$ cat src/rtl/mem_access_ctrl.sv
// ---------------------------------------------------------------------------
// mem_access_ctrl
//
// Memory-stage data-bus controller. Accepts one load/store from the memory
// stage, drives it on the data bus as a single registered request, stalls
// the pipeline until the response arrives and returns sign/zero-extended
// load data for writeback.
//
// Ports
//   clk, reset        : clock, asynchronous active-high reset
//   in_valid          : memory-stage instruction is a valid load/store
//   in_is_write       : 1 = store, 0 = load
//   in_addr[63:0]     : byte address
//   in_msize[2:0]     : access size (0:1B 1:2B 2:4B 3:8B)
//   in_unsigned       : loads zero-extend when 1, sign-extend when 0
//   in_wd[63:0]       : lane-aligned store data
//   in_strobe[7:0]    : byte strobe
//   flush             : kill the current memory-stage instruction
//   dreq_*            : registered bus request (valid/addr/size/strobe/data)
//   dresp_addr_ok     : request accepted by the bus
//   dresp_data_ok     : data phase complete
//   dresp_data[63:0]  : lane-aligned read data
//   stall             : hold all upstream stages
//   misalign          : combinational misaligned-access flag
//   done              : one-cycle completion pulse
//   rdata[63:0]       : extended load result, valid while done is high
// ---------------------------------------------------------------------------
module mem_access_ctrl (
  input  logic        clk,
  input  logic        reset,
  input  logic        in_valid,
  input  logic        in_is_write,
  input  logic [63:0] in_addr,
  input  logic [2:0]  in_msize,
  input  logic        in_unsigned,
  input  logic [63:0] in_wd,
  input  logic [7:0]  in_strobe,
  input  logic        flush,
  output logic        dreq_valid,
  output logic [63:0] dreq_addr,
  output logic [2:0]  dreq_size,
  output logic [7:0]  dreq_strobe,
  output logic [63:0] dreq_data,
  input  logic        dresp_addr_ok,
  input  logic        dresp_data_ok,
  input  logic [63:0] dresp_data,
  output logic        stall,
  output logic        misalign,
  output logic        done,
  output logic [63:0] rdata
);

  localparam logic [2:0] MSIZE1 = 3'd0;
  localparam logic [2:0] MSIZE2 = 3'd1;
  localparam logic [2:0] MSIZE4 = 3'd2;
  localparam logic [2:0] MSIZE8 = 3'd3;

  typedef enum logic [1:0] {
    S_IDLE = 2'd0,
    S_REQ  = 2'd1,
    S_WAIT = 2'd2,
    S_DONE = 2'd3
  } state_t;

  state_t      state_q, state_d;
  logic        kill_q, kill_d;
  logic [63:0] req_addr_q, req_addr_d;
  logic [2:0]  req_size_q, req_size_d;
  logic        req_write_q, req_write_d;
  logic        req_unsigned_q, req_unsigned_d;
  logic [63:0] req_data_q, req_data_d;
  logic [7:0]  req_strobe_q, req_strobe_d;
  logic [63:0] rdata_q, rdata_d;

  logic        misalign_raw;
  logic        accept;
  logic        data_phase_end;
  logic [63:0] load_shifted;

  // Extend the low bytes of a right-justified load word to 64 bits.
  function automatic logic [63:0] extend_load(input logic [63:0] d,
                                              input logic [2:0]  size,
                                              input logic        uns);
    logic signed [7:0]  b;
    logic signed [15:0] h;
    logic signed [31:0] w;
    logic signed [63:0] r;
    b = d[7:0];
    h = d[15:0];
    w = d[31:0];
    r = d;
    case (size)
      MSIZE1:  if (uns) r = {56'd0, d[7:0]};  else r = b;
      MSIZE2:  if (uns) r = {48'd0, d[15:0]}; else r = h;
      MSIZE4:  if (uns) r = {32'd0, d[31:0]}; else r = w;
      default: r = d;
    endcase
    return r;
  endfunction

  // Alignment check on the incoming op; undefined size codes never fault.
  always_comb begin
    misalign_raw = 1'b0;
    case (in_msize)
      MSIZE2:  misalign_raw = in_addr[0];
      MSIZE4:  misalign_raw = |in_addr[1:0];
      MSIZE8:  misalign_raw = |in_addr[2:0];
      default: misalign_raw = 1'b0;
    endcase
  end

  assign misalign = in_valid & misalign_raw;
  assign accept   = (state_q == S_IDLE) & in_valid & ~misalign_raw & ~flush;

  // A data phase only ends in REQ together with addr_ok; a lone data_ok
  // in REQ is a protocol violation and is ignored.
  assign data_phase_end = ((state_q == S_REQ) & dresp_addr_ok & dresp_data_ok) |
                          ((state_q == S_WAIT) & dresp_data_ok);

  assign load_shifted = dresp_data >> {req_addr_q[2:0], 3'b000};

  // State register
  always_ff @(posedge clk or posedge reset) begin
    if (reset) begin
      state_q <= S_IDLE;
    end else begin
      state_q <= state_d;
    end
  end

  // Next-state logic
  always_comb begin
    state_d = state_q;
    case (state_q)
      S_IDLE: if (accept) state_d = S_REQ;
      S_REQ: begin
        if (dresp_addr_ok & dresp_data_ok) state_d = S_DONE;
        else if (dresp_addr_ok)            state_d = S_WAIT;
      end
      S_WAIT: if (dresp_data_ok) state_d = S_DONE;
      S_DONE: state_d = S_IDLE;
      default: state_d = S_IDLE;
    endcase
  end

  // Request registers, kill flag and load result
  always_comb begin
    req_addr_d     = req_addr_q;
    req_size_d     = req_size_q;
    req_write_d    = req_write_q;
    req_unsigned_d = req_unsigned_q;
    req_data_d     = req_data_q;
    req_strobe_d   = req_strobe_q;
    kill_d         = kill_q;
    rdata_d        = rdata_q;

    if (accept) begin
      req_addr_d     = in_addr;
      req_size_d     = in_msize;
      req_write_d    = in_is_write;
      req_unsigned_d = in_unsigned;
      // Loads carry no write data or strobe onto the bus.
      req_data_d     = in_is_write ? in_wd : 64'd0;
      req_strobe_d   = in_is_write ? in_strobe : 8'd0;
      kill_d         = 1'b0;
    end

    // The bus transaction cannot be withdrawn, so a flush only marks the
    // op dead and the completion pulse is swallowed later.
    if (((state_q == S_REQ) | (state_q == S_WAIT)) & flush) begin
      kill_d = 1'b1;
    end

    if (data_phase_end) begin
      rdata_d = req_write_q ? 64'd0
                            : extend_load(load_shifted, req_size_q, req_unsigned_q);
    end
  end

  always_ff @(posedge clk or posedge reset) begin
    if (reset) begin
      req_addr_q     <= 64'd0;
      req_size_q     <= 3'd0;
      req_write_q    <= 1'b0;
      req_unsigned_q <= 1'b0;
      req_data_q     <= 64'd0;
      req_strobe_q   <= 8'd0;
      kill_q         <= 1'b0;
      rdata_q        <= 64'd0;
    end else begin
      req_addr_q     <= req_addr_d;
      req_size_q     <= req_size_d;
      req_write_q    <= req_write_d;
      req_unsigned_q <= req_unsigned_d;
      req_data_q     <= req_data_d;
      req_strobe_q   <= req_strobe_d;
      kill_q         <= kill_d;
      rdata_q        <= rdata_d;
    end
  end

  // Output logic
  always_comb begin
    dreq_valid  = (state_q == S_REQ);
    dreq_addr   = req_addr_q;
    dreq_size   = req_size_q;
    dreq_strobe = req_strobe_q;
    dreq_data   = req_data_q;
    stall       = accept | (state_q == S_REQ) | (state_q == S_WAIT);
    done        = (state_q == S_DONE) & ~kill_q;
    rdata       = rdata_q;
  end

endmodule

$ cat config.mk
export PLATFORM = sky130hd
export DESIGN_NAME = mem_access_ctrl
export DESIGN_NICKNAME = d
export VERILOG_FILES = /design/src/rtl/mem_access_ctrl.sv
export SDC_FILE = /design/constraint.sdc
export NUM_CORES = 1
export LEC_CHECK = 0
export CAP_MARGIN = 10
export CORE_AREA = 2 2 188 190
export DETAILED_ROUTE_END_ITERATION = 7
export DIE_AREA = 0 0 190 192
export GPL_TIMING_DRIVEN = 0
export PLACE_DENSITY = 0.56
export SLEW_MARGIN = 20
export SYNTH_ARGS = -nofsm -noshare
export SYNTH_HDL_FRONTEND = slang
export SYNTH_SLANG_ARGS = --single-unit
$ cat constraint.sdc
create_clock -name clk -period 15.7 [get_ports clk]
set_input_delay 3.14 -clock clk [delete_from_list [all_inputs] [get_ports clk]]
set_output_delay 3.14 -clock clk [all_outputs]
set_load 0.03 [all_outputs]
==> run_results.csv, run 1 <==
group,metric,value,unit
clock_network,clk_latency,0.55,ns
global_routing,overflow,0,
routing,wl,40500,microns
critical_path,r2r_slack,12.73,ns
synth,synth_commonest_cells,"221 x nand2_1, 208 x dfrtp_1, 135 x o21ai_0",
floorplanning,floorplan.initialDensity,0.299,
critical_path,critPathMaxFanout,10,
critical_path,cp-end-kind,"output port",
floorplanning,io_pins,418,
synth,synth-async-reset-ratio,1.00,
routing,drc,0,
timing,worst_slew_pin_slew,0.983,ns
clock_network,cts_buffers,27,
timing,clock.fmax,110,MHz
min_path,holdPathStages,2,
synth,synth.most_common_cell,"nand2_1",
routing,postRouteAntennaNets,0,
synth,netlist_instances,990,
critical_path,arrival,5.98,ns
synth,synth_area,10300,sq um
synth,synth_top_cell_by_area,"dfrtp_1",
placed_design,port_buffers,416,
synth,ys_types,45,
finish,fill_cells,3268,
timing,fin_crit,9.12,ns
timing,rsz0062_at_grt,"false",
clock_network,cts_setup_buffers,0,
timing,final.setup.tns,0,ns
global_routing,grt_pass1_wl,60300,microns
min_path,min_path_type,"reg -> reg",
status,outcome,"complete, no violations",
synth,yosys_warnings,0,
synth,avgSynthCellArea,10.4,sq um
clock_network,cts.sinks,208,
critical_path,path_class,"in -> out",
clock_network,clock_path_buffers,3,
flow_run,drv_cap,0,
finish,seq_area,5200,sq um
critical_path,reg2regPathDepth,7,
clock_network,htreeDepth,1,
synth,synth_edf_count,0,
global_routing,grt_util_all_layers,0.216,
power_and_ir_drop,pwr_density_cell,224,nW/um^2
clock_network,clkTransAtPathRegs,0.06,ns
routing,vias_per_cell,4.98,
floorplanning,placementRows,68,
global_routing,grt_max_degree,86,
synth,synth_nets,1206,
synth,synth_top_area_share,0.507,
timing,hold_violations,0,
min_path,min_delay_worst_endpoint,"dreq_strobe[4]",
finish,nets,1653,
routing,drt-initial-drc-count,672,
timing,fin_ws,6.58,ns
timing,setup_viol,0,
routing,first_pass_iters,5,
clock_network,hold_buffers,0,
global_routing,grt_pass1_vias,9753,
finish,final_layout_size_suffix_gt1_frac,0.130,
timing,fin_worst_skew,0.00931,ns
floorplanning,chipWidth,190,microns
synth,ys.flop_type,"dfrtp_1",
placed_design,dp_hpwl,31100,microns
timing,drv_slew,0,
power_and_ir_drop,leakagePower,6.67,nW
finish,area_growth,55.1,%
floorplanning,die-area,36500,sq um
timing,slew_headroom,0.343,
clock_network,clockRootBuffer,"clkbuf_16",
clock_network,cts_tree,"done",
critical_path,reg2reg_from,"dreq_addr[1]",
min_path,worstHoldStart,"dreq_strobe[4]",
synth,ys_top_cells_by_area,"dfrtp_1 51%, mux2_2 8.4%, nand2_1 8.1%",
routing,via_count,9505,
global_routing,antenna_found_initial,2,
critical_path,start_kind,"input pin",
finish,multi_input_area,4700,sq um
routing,wl_per_cell,21.2,microns
critical_path,timing.rr.end,"rdata[19]",
critical_path,crit_required,12.56,ns
synth,synth_seq_area_share,0.507,
placed_design,gp_congestion,0.909,
timing,fin_crit_sh,0.581,
clock_network,cts.repair.resized,0,
placed_design,dp_slack,6.14,ns
power_and_ir_drop,ir_drop,0.000121,V
synth,synth_seq_cells,208,
floorplanning,core_area,34300,sq um
floorplanning,chipHeight,192,microns
## how the worst max path moves through the flow
| stage | start | end | slack [ns] | depth (start not counted) |
|---|---|---|---|---|
| floorplan | reset | dreq_addr[0] | 6.88 | 1 |
| global placement | reset | dreq_addr[39] | 3.69 | 2 |
| detailed placement | in_addr[0] | stall | 6.14 | 8 |
| CTS | in_addr[0] | stall | 6.14 | 8 |
| global route | in_addr[0] | stall | 6.35 | 8 |
| finish | in_addr[0] | stall | 6.58 | 8 |
## worst max-delay path, stage by stage
cell,delay [ns]
clkdlybuf4s50_1,0.54
o21a_1,0.14
a21oi_1,0.07
o21ai_2,0.54
clkbuf_1,0.47
inv_1,0.11
or3_1,0.32
clkdlybuf4s50_1,0.65
## cell usage in the layout, fill, tap and decap left out, drive strengths merged, types with 2 or more instances in the layout
master and count:
dfrtp 208, o22ai 9, o31ai 8, o32ai 2, nand3b 2, a21o 5, clkinv 3, nand3 7
nand2 221, o21ai 160, clkdlybuf4s50 416, and2 3, mux2i 60, a21oi 28, or2 4, nor3b 3
mux2 78, nor2 17, a211oi 11, or3 2, inv 9, ha 5, a2111oi 2, a22o 2
mux4 15, buf 21, a221o 7, clkbuf 97, nand2b 8, a2bb2oi 2, a22oi 16, nor2b 16
## cells by family (layout without fill, tap and decap cells)
kind of cell / count (synthesis) / in the layout / synth area share
flops: 208 / 208 / 0.507
mux: 153 / 153 / 0.177
fa+ha+maj: 5 / 5 / 0.00609
compound gates: 256 / 256 / 0.159
buf+inv: 84 / 547 / 0.0353
other cells: 0 / 1 / 0
simple gates: 284 / 284 / 0.116
## routing by layer
| metal | part of all wire | vias up | GRT usage | routed length [microns] |
|---|---|---|---|---|
| met5 | 0.00022 | - | 0 | 9 |
| met4 | 0.026 | 2 | 0.0593 | 1060 |
| met3 | 0.089 | 71 | 0.0612 | 3610 |
| met2 | 0.48 | 454 | 0.362 | 19400 |
| met1 | 0.41 | 4606 | 0.273 | 16400 |
| li1 | - | 4372 | - | - |
## where the power goes
part | leakage (nW) | internal, mW | switching, mW
clock | 0.420 | 0.360 | 0.242
combinational | 3.60 | 0.830 | 1.21
sequential | 2.65 | 0.782 | 0.152
## registers in the layout, summed over array words and instances, names as in the netlist
name	count
dreq_addr	64
dreq_data	64
rdata	64
dreq_strobe	8
dreq_size	3
state_q	2
kill_q	1
req_unsigned_q	1
req_write_q	1
## cell type report
type / instances / share of cell area
buffer: 76 / 0.0209
sequential: 208 / 0.327
multi-input combinational: 698 / 0.295
antenna: 1 / 0.000157
tap: 455 / 0.0358
clock buffer: 40 / 0.0493
timing repair buffer: 418 / 0.265
clock inverter: 5 / 0.00432
inverter: 8 / 0.00236
## stage by stage
step	hold slack, ns	power, mW	cells	area, sq um	utilization
floorplan	0.463	2.12	990	10300	-
CTS	0.483	3.60	1908	15900	0.464
global placement	0.461	2.96	1861	15000	0.437
detailed placement	0.470	2.98	1863	15100	0.439
finish	0.476	3.57	1909	15900	0.464
global route	0.503	3.76	1909	15900	0.464
(Power assumes the default switching activity.)
==> run 2: changes to the inputs <==
--- a/config.mk
+++ b/config.mk
@@ -10,7 +10,7 @@
 export DETAILED_ROUTE_END_ITERATION = 7
 export DIE_AREA = 0 0 190 192
 export GPL_TIMING_DRIVEN = 0
-export PLACE_DENSITY = 0.56
+export PLACE_DENSITY = 0.58
 export SLEW_MARGIN = 20
 export SYNTH_ARGS = -nofsm -noshare
 export SYNTH_HDL_FRONTEND = slang
==> constraint.sdc (replaced) <==
create_clock -name clk -period 7.6 [get_ports clk]
set_input_delay 1.52 -clock clk [delete_from_list [all_inputs] [get_ports clk]]
set_output_delay 1.52 -clock clk [all_outputs]
set_load 0.03 [all_outputs]
==> run_results.csv, run 2 (synthesis results as in run 1) <==
group,metric,value,unit
critical_path,timing.rr.end,"dreq_data[17]",
floorplanning,chipWidth,190,microns
global_routing,antenna_found_initial,2,
placed_design,dpl_cell_area,15100,sq um
routing,drt-initial-drc-count,635,
clock_network,cts.repair.resized,0,
clock_network,cts_tree,"done",
critical_path,critPathMaxFanout,10,
timing,hold_violations,0,
clock_network,clock_path_buffers,3,
min_path,worstHoldStart,"rdata[53]",
routing,first_pass_iters,5,
critical_path,crit_required,6.08,ns
finish,multi_input_area,4700,sq um
power_and_ir_drop,power.total,7.39,mW
power_and_ir_drop,ir_drop,0.000274,V
timing,final.setup.tns,0,ns
placed_design,dp_slack,1.32,ns
critical_path,reg2regPathDepth,10,
timing,fin_crit_sh,0.808,
timing,fin_crit,6.14,ns
placed_design,gp_congestion,0.897,
clock_network,htreeDepth,1,
power_and_ir_drop,pwr_density_cell,464,nW/um^2
routing,vias_per_cell,4.94,
finish,area_growth,55.3,%
critical_path,arrival,4.62,ns
floorplanning,floorplan.initialDensity,0.299,
finish,final_common_cell,"clkdlybuf4s50_1",
global_routing,grt_pass1_wl,59100,microns
finish,utilization,0.465,
placed_design,dp_hpwl,30900,microns
routing,via_count,9440,
global_routing,overflow,0,
floorplanning,core_area,34300,sq um
global_routing,grt_util_all_layers,0.213,
global_routing,grt.met1_usage,0.261,
floorplanning,die-area,36500,sq um
timing,worst_slew_pin_slew,1.00,ns
critical_path,cp-end-kind,"output port",
routing,wl,40300,microns
critical_path,path_class,"in -> out",
critical_path,start_kind,"input pin",
finish,final_cell_mix,"416 x clkdlybuf4s50_1, 221 x nand2_1, 208 x dfrtp_1, 135 x o21ai_0, 77 x mux2_2",
global_routing,use_met2,0.361,
global_routing,grt_max_degree,97,
flow_run,drv_cap,0,
finish,nets,1651,
routing,postRouteAntennaNets,0,
min_path,min_delay_worst_endpoint,"rdata[53]",
global_routing,grt_pass1_vias,9776,
placed_design,port_buffers,416,
min_path,min_path_type,"reg -> reg",
timing,clock.fmax,163,MHz
clock_network,cts_buffers,25,
finish,seq_area,5200,sq um
clock_network,clkTransAtPathRegs,0.06,ns
timing,slew_headroom,0.332,
finish,final_area,15900,sq um
timing,fin_ws,1.46,ns
critical_path,r2r_slack,4.35,ns
floorplanning,chipHeight,192,microns
global_routing,met3_usage,0.0652,
global_routing,grt_busiest_layer,"met2",
finish,final_layout_size_suffix_gt1_frac,0.131,
power_and_ir_drop,leakagePower,6.68,nW
floorplanning,placementRows,68,
timing,fin_worst_skew,0.0169,ns
critical_path,reg2reg_from,"state_q[0]",
min_path,holdPathStages,2,
finish,fill_cells,3273,
routing,wl_per_cell,21.1,microns
timing,drv_slew,0,
timing,setup_viol,0,
clock_network,cts.sinks,208,
status,outcome,"complete, no violations",
clock_network,clk_latency,0.54,ns
floorplanning,io_pins,418,
clock_network,hold_buffers,0,
clock_network,cts_setup_buffers,0,
clock_network,clockRootBuffer,"clkbuf_16",
routing,drc,0,
timing,rsz0062_at_grt,"false",
[run 2: cell count changes in the layout (fill, tap and decap cells not counted), moves of 2 or more]
cell and delta:
bufinv_16 +2, clkbuf_1 -3, clkbuf_16 -2, clkinv_2 +2
[run 2: through the flow]
step	instances	hold WS, ns
after floorplan	990	0.463
after detailed placement	1863	0.467
after CTS	1908	0.479
after global placement	1861	0.460
after global routing	1909	0.493
final	1909	0.477
[run 2: critical path, stage by stage]
cell	delay [ns]
clkdlybuf4s50_1	0.54
o21a_1	0.15
a21oi_1	0.06
o21ai_1	0.75
clkbuf_1	0.52
inv_1	0.12
or3_1	0.32
clkdlybuf4s50_1	0.63
[run 2: layout make-up]
type / instances / share of cell area
buffer: 76 / 0.0209
sequential: 208 / 0.327
tap: 455 / 0.0357
antenna: 1 / 0.000157
multi-input combinational: 698 / 0.295
clock inverter: 9 / 0.00864
clock buffer: 36 / 0.0462
timing repair buffer: 418 / 0.265
inverter: 8 / 0.00236
[run 2: metal layers]
metal  routed length (microns)  vias to the layer above
li1                          -                     4370
met1                     15900                     4579
met2                     19500                      418
met3                      3780                       71
met4                      1030                        2
met5                        10                        -
[run 2: power breakdown]
part,switching (mW),total (mW),internal (mW)
combinational,2.47,4.18,1.71
sequential,0.318,1.93,1.62
clock,0.497,1.27,0.776
[run 2: how the worst max path moves through the flow]
stage	start	end	slack, ns	cells after the start
floorplan	reset	dreq_addr[0]	0.40	1
global placement	reset	dreq_addr[58]	-2.79	2
detailed placement	in_addr[0]	stall	1.32	8
CTS	in_addr[0]	stall	1.32	8
global route	in_addr[0]	stall	1.16	8
finish	in_addr[0]	stall	1.46	8
==> run 3: changes to the inputs <==
--- a/config.mk
+++ b/config.mk
@@ -10,7 +10,7 @@
 export DETAILED_ROUTE_END_ITERATION = 7
 export DIE_AREA = 0 0 190 192
 export GPL_TIMING_DRIVEN = 0
-export PLACE_DENSITY = 0.58
+export PLACE_DENSITY = 0.56
 export SLEW_MARGIN = 20
 export SYNTH_ARGS = -nofsm -noshare
 export SYNTH_HDL_FRONTEND = slang
==> constraint.sdc (replaced) <==
create_clock -name clk -period 5.9 [get_ports clk]
set_input_delay 1.18 -clock clk [delete_from_list [all_inputs] [get_ports clk]]
set_output_delay 1.18 -clock clk [all_outputs]
set_load 0.03 [all_outputs]
==> run_results.csv, run 3 (synthesis results as in run 1) <==
group,metric,value,unit
clock_network,cts_setup_buffers,0,
routing,first_pass_iters,7,
min_path,worstHoldStart,"dreq_data[38]",
routing,vias_per_cell,4.92,
global_routing,overflow,0,
critical_path,timing.rr.end,"dreq_data[18]",
routing,drt-initial-drc-count,591,
finish,nets,1657,
clock_network,clkTransAtPathRegs,0.06,ns
timing,setup_viol,0,
global_routing,grt_util_all_layers,0.213,
timing,clock.fmax,183,MHz
finish,seq_area,5200,sq um
critical_path,critPathMaxFanout,10,
timing,drv_slew,0,
finish,area_growth,56.2,%
global_routing,grt_max_degree,32,
critical_path,crit_chain,"clkdlybuf4s50_1 -> a21o_1 -> a21oi_1 -> o21ai_1 -> clkbuf_1 -> inv_1 -> or3_1 -> clkdlybuf4s50_1",
routing,wl_per_cell,21.1,microns
global_routing,grt_pass1_wl,59100,microns
critical_path,cpPeakStageDelay,0.78,ns
critical_path,crit_required,4.72,ns
finish,multi_input_area,4700,sq um
timing,timing.hold.ws,0.477,ns
critical_path,arrival,4.27,ns
floorplanning,placementRows,68,
power_and_ir_drop,pwr_density_cell,595,nW/um^2
finish,final_layout_size_suffix_gt1_frac,0.135,
routing,postRouteAntennaNets,0,
timing,fin_crit,5.45,ns
timing,fin_crit_sh,0.924,
floorplanning,floorplan.initialDensity,0.299,
min_path,holdPathStages,2,
flow_run,drv_cap,0,
placed_design,gp_congestion,0.910,
clock_network,cts_tree,"done",
critical_path,cp-end-kind,"output port",
clock_network,htreeDepth,1,
placed_design,dpl_cell_area,15100,sq um
finish,final_area,16000,sq um
timing,hold_violations,0,
global_routing,antenna_found_initial,4,
min_path,min_path_type,"reg -> reg",
timing,worst_slew_pin_slew,1.00,ns
timing,fin_ws,0.448,ns
critical_path,cp_top_family,"buffers and inverters",
power_and_ir_drop,power.total,9.55,mW
power_and_ir_drop,ir_drop,0.000338,V
placed_design,dp_slack,0.313,ns
placed_design,port_buffers,416,
routing,wl,40300,microns
finish,stdcell_count,1913,
clock_network,hold_buffers,0,
floorplanning,die-area,36500,sq um
timing,rsz0062_at_grt,"false",
critical_path,path_class,"in -> out",
critical_path,reg2reg_from,"state_q[0]",
timing,slew_headroom,0.331,
finish,fill_cells,3291,
critical_path,reg2regPathDepth,10,
critical_path,start_kind,"input pin",
clock_network,clock_path_buffers,3,
floorplanning,chipHeight,192,microns
finish,final_cell_mix,"416 x clkdlybuf4s50_1, 221 x nand2_1, 208 x dfrtp_1, 135 x o21ai_0, 77 x mux2_2",
critical_path,crit_buf_inv,4,
floorplanning,core_area,34300,sq um
critical_path,critPathSlowestCell,"o21ai_1",
min_path,min_delay_worst_endpoint,"dreq_data[38]",
finish,utilization,0.468,
power_and_ir_drop,leakagePower,6.72,nW
critical_path,r2r_slack,2.68,ns
clock_network,cts.sinks,208,
clock_network,cts_buffers,26,
floorplanning,chipWidth,190,microns
clock_network,cts.repair.resized,0,
global_routing,grt_pass1_vias,9585,
placed_design,dpl.cell_count,1868,
clock_network,clk_latency,0.54,ns
clock_network,clockRootBuffer,"clkbuf_16",
critical_path,cpMostUsedCell,"clkdlybuf4s50_1",
routing,via_count,9419,
timing,final.setup.tns,0,ns
status,outcome,"complete, no violations",
finish,final_common_cell,"clkdlybuf4s50_1",
routing,drc,0,
timing,fin_worst_skew,0.0105,ns
placed_design,dp_hpwl,31400,microns
floorplanning,io_pins,418,
## run 3: worst register-to-register path: stages (launching register included)
cell      delay [ns]
dfrtp_1         0.40
inv_1           0.11
ha_1            0.26
nand2_1         0.07
nor2_1          0.05
o21ai_1         0.52
clkbuf_1        0.50
buf_1           0.59
clkbuf_1        0.44
nand2_1         0.09
o21ai_0         0.10
## run 3: final cells by class
class                           instances  area share
Inverter                                8     0.00211
Tap cell                              455      0.0355
Antenna cell                            1    0.000156
Sequential cell                       208       0.325
Timing Repair Buffer                  423       0.268
Buffer                                 76      0.0208
Clock buffer                           35      0.0470
Multi-Input combinational cell        698       0.293
Clock inverter                          9     0.00858
## run 3: how the worst max path moves through the flow
| stage | startpoint | end | slack, ns | cells after the start |
|---|---|---|---|---|
| after floorplan | reset | dreq_addr[0] | 2.02 | 1 |
| after global placement | reset | dreq_addr[25] | 0.09 | 2 |
| after detailed placement | in_addr[0] | stall | 0.31 | 8 |
| after CTS | in_addr[0] | stall | 0.30 | 8 |
| after global routing | in_msize[1] | stall | 0.17 | 8 |
| final | in_addr[0] | stall | 0.45 | 8 |
## run 3: layer usage
layer / share of wire / vias up / track usage
li1: - / 4379 / -
met2: 0.48 / 443 / 0.358
met5: 0.00069 / - / 0
met1: 0.41 / 4516 / 0.271
met4: 0.027 / 4 / 0.0564
met3: 0.089 / 77 / 0.0568
## run 3: report_power, final
part	switching, mW	total (mW)	leakage [nW]	internal, mW
Clock	0.641	1.66	0.438	1.02
Combinational	3.17	5.39	3.63	2.21
Sequential	0.419	2.50	2.65	2.08
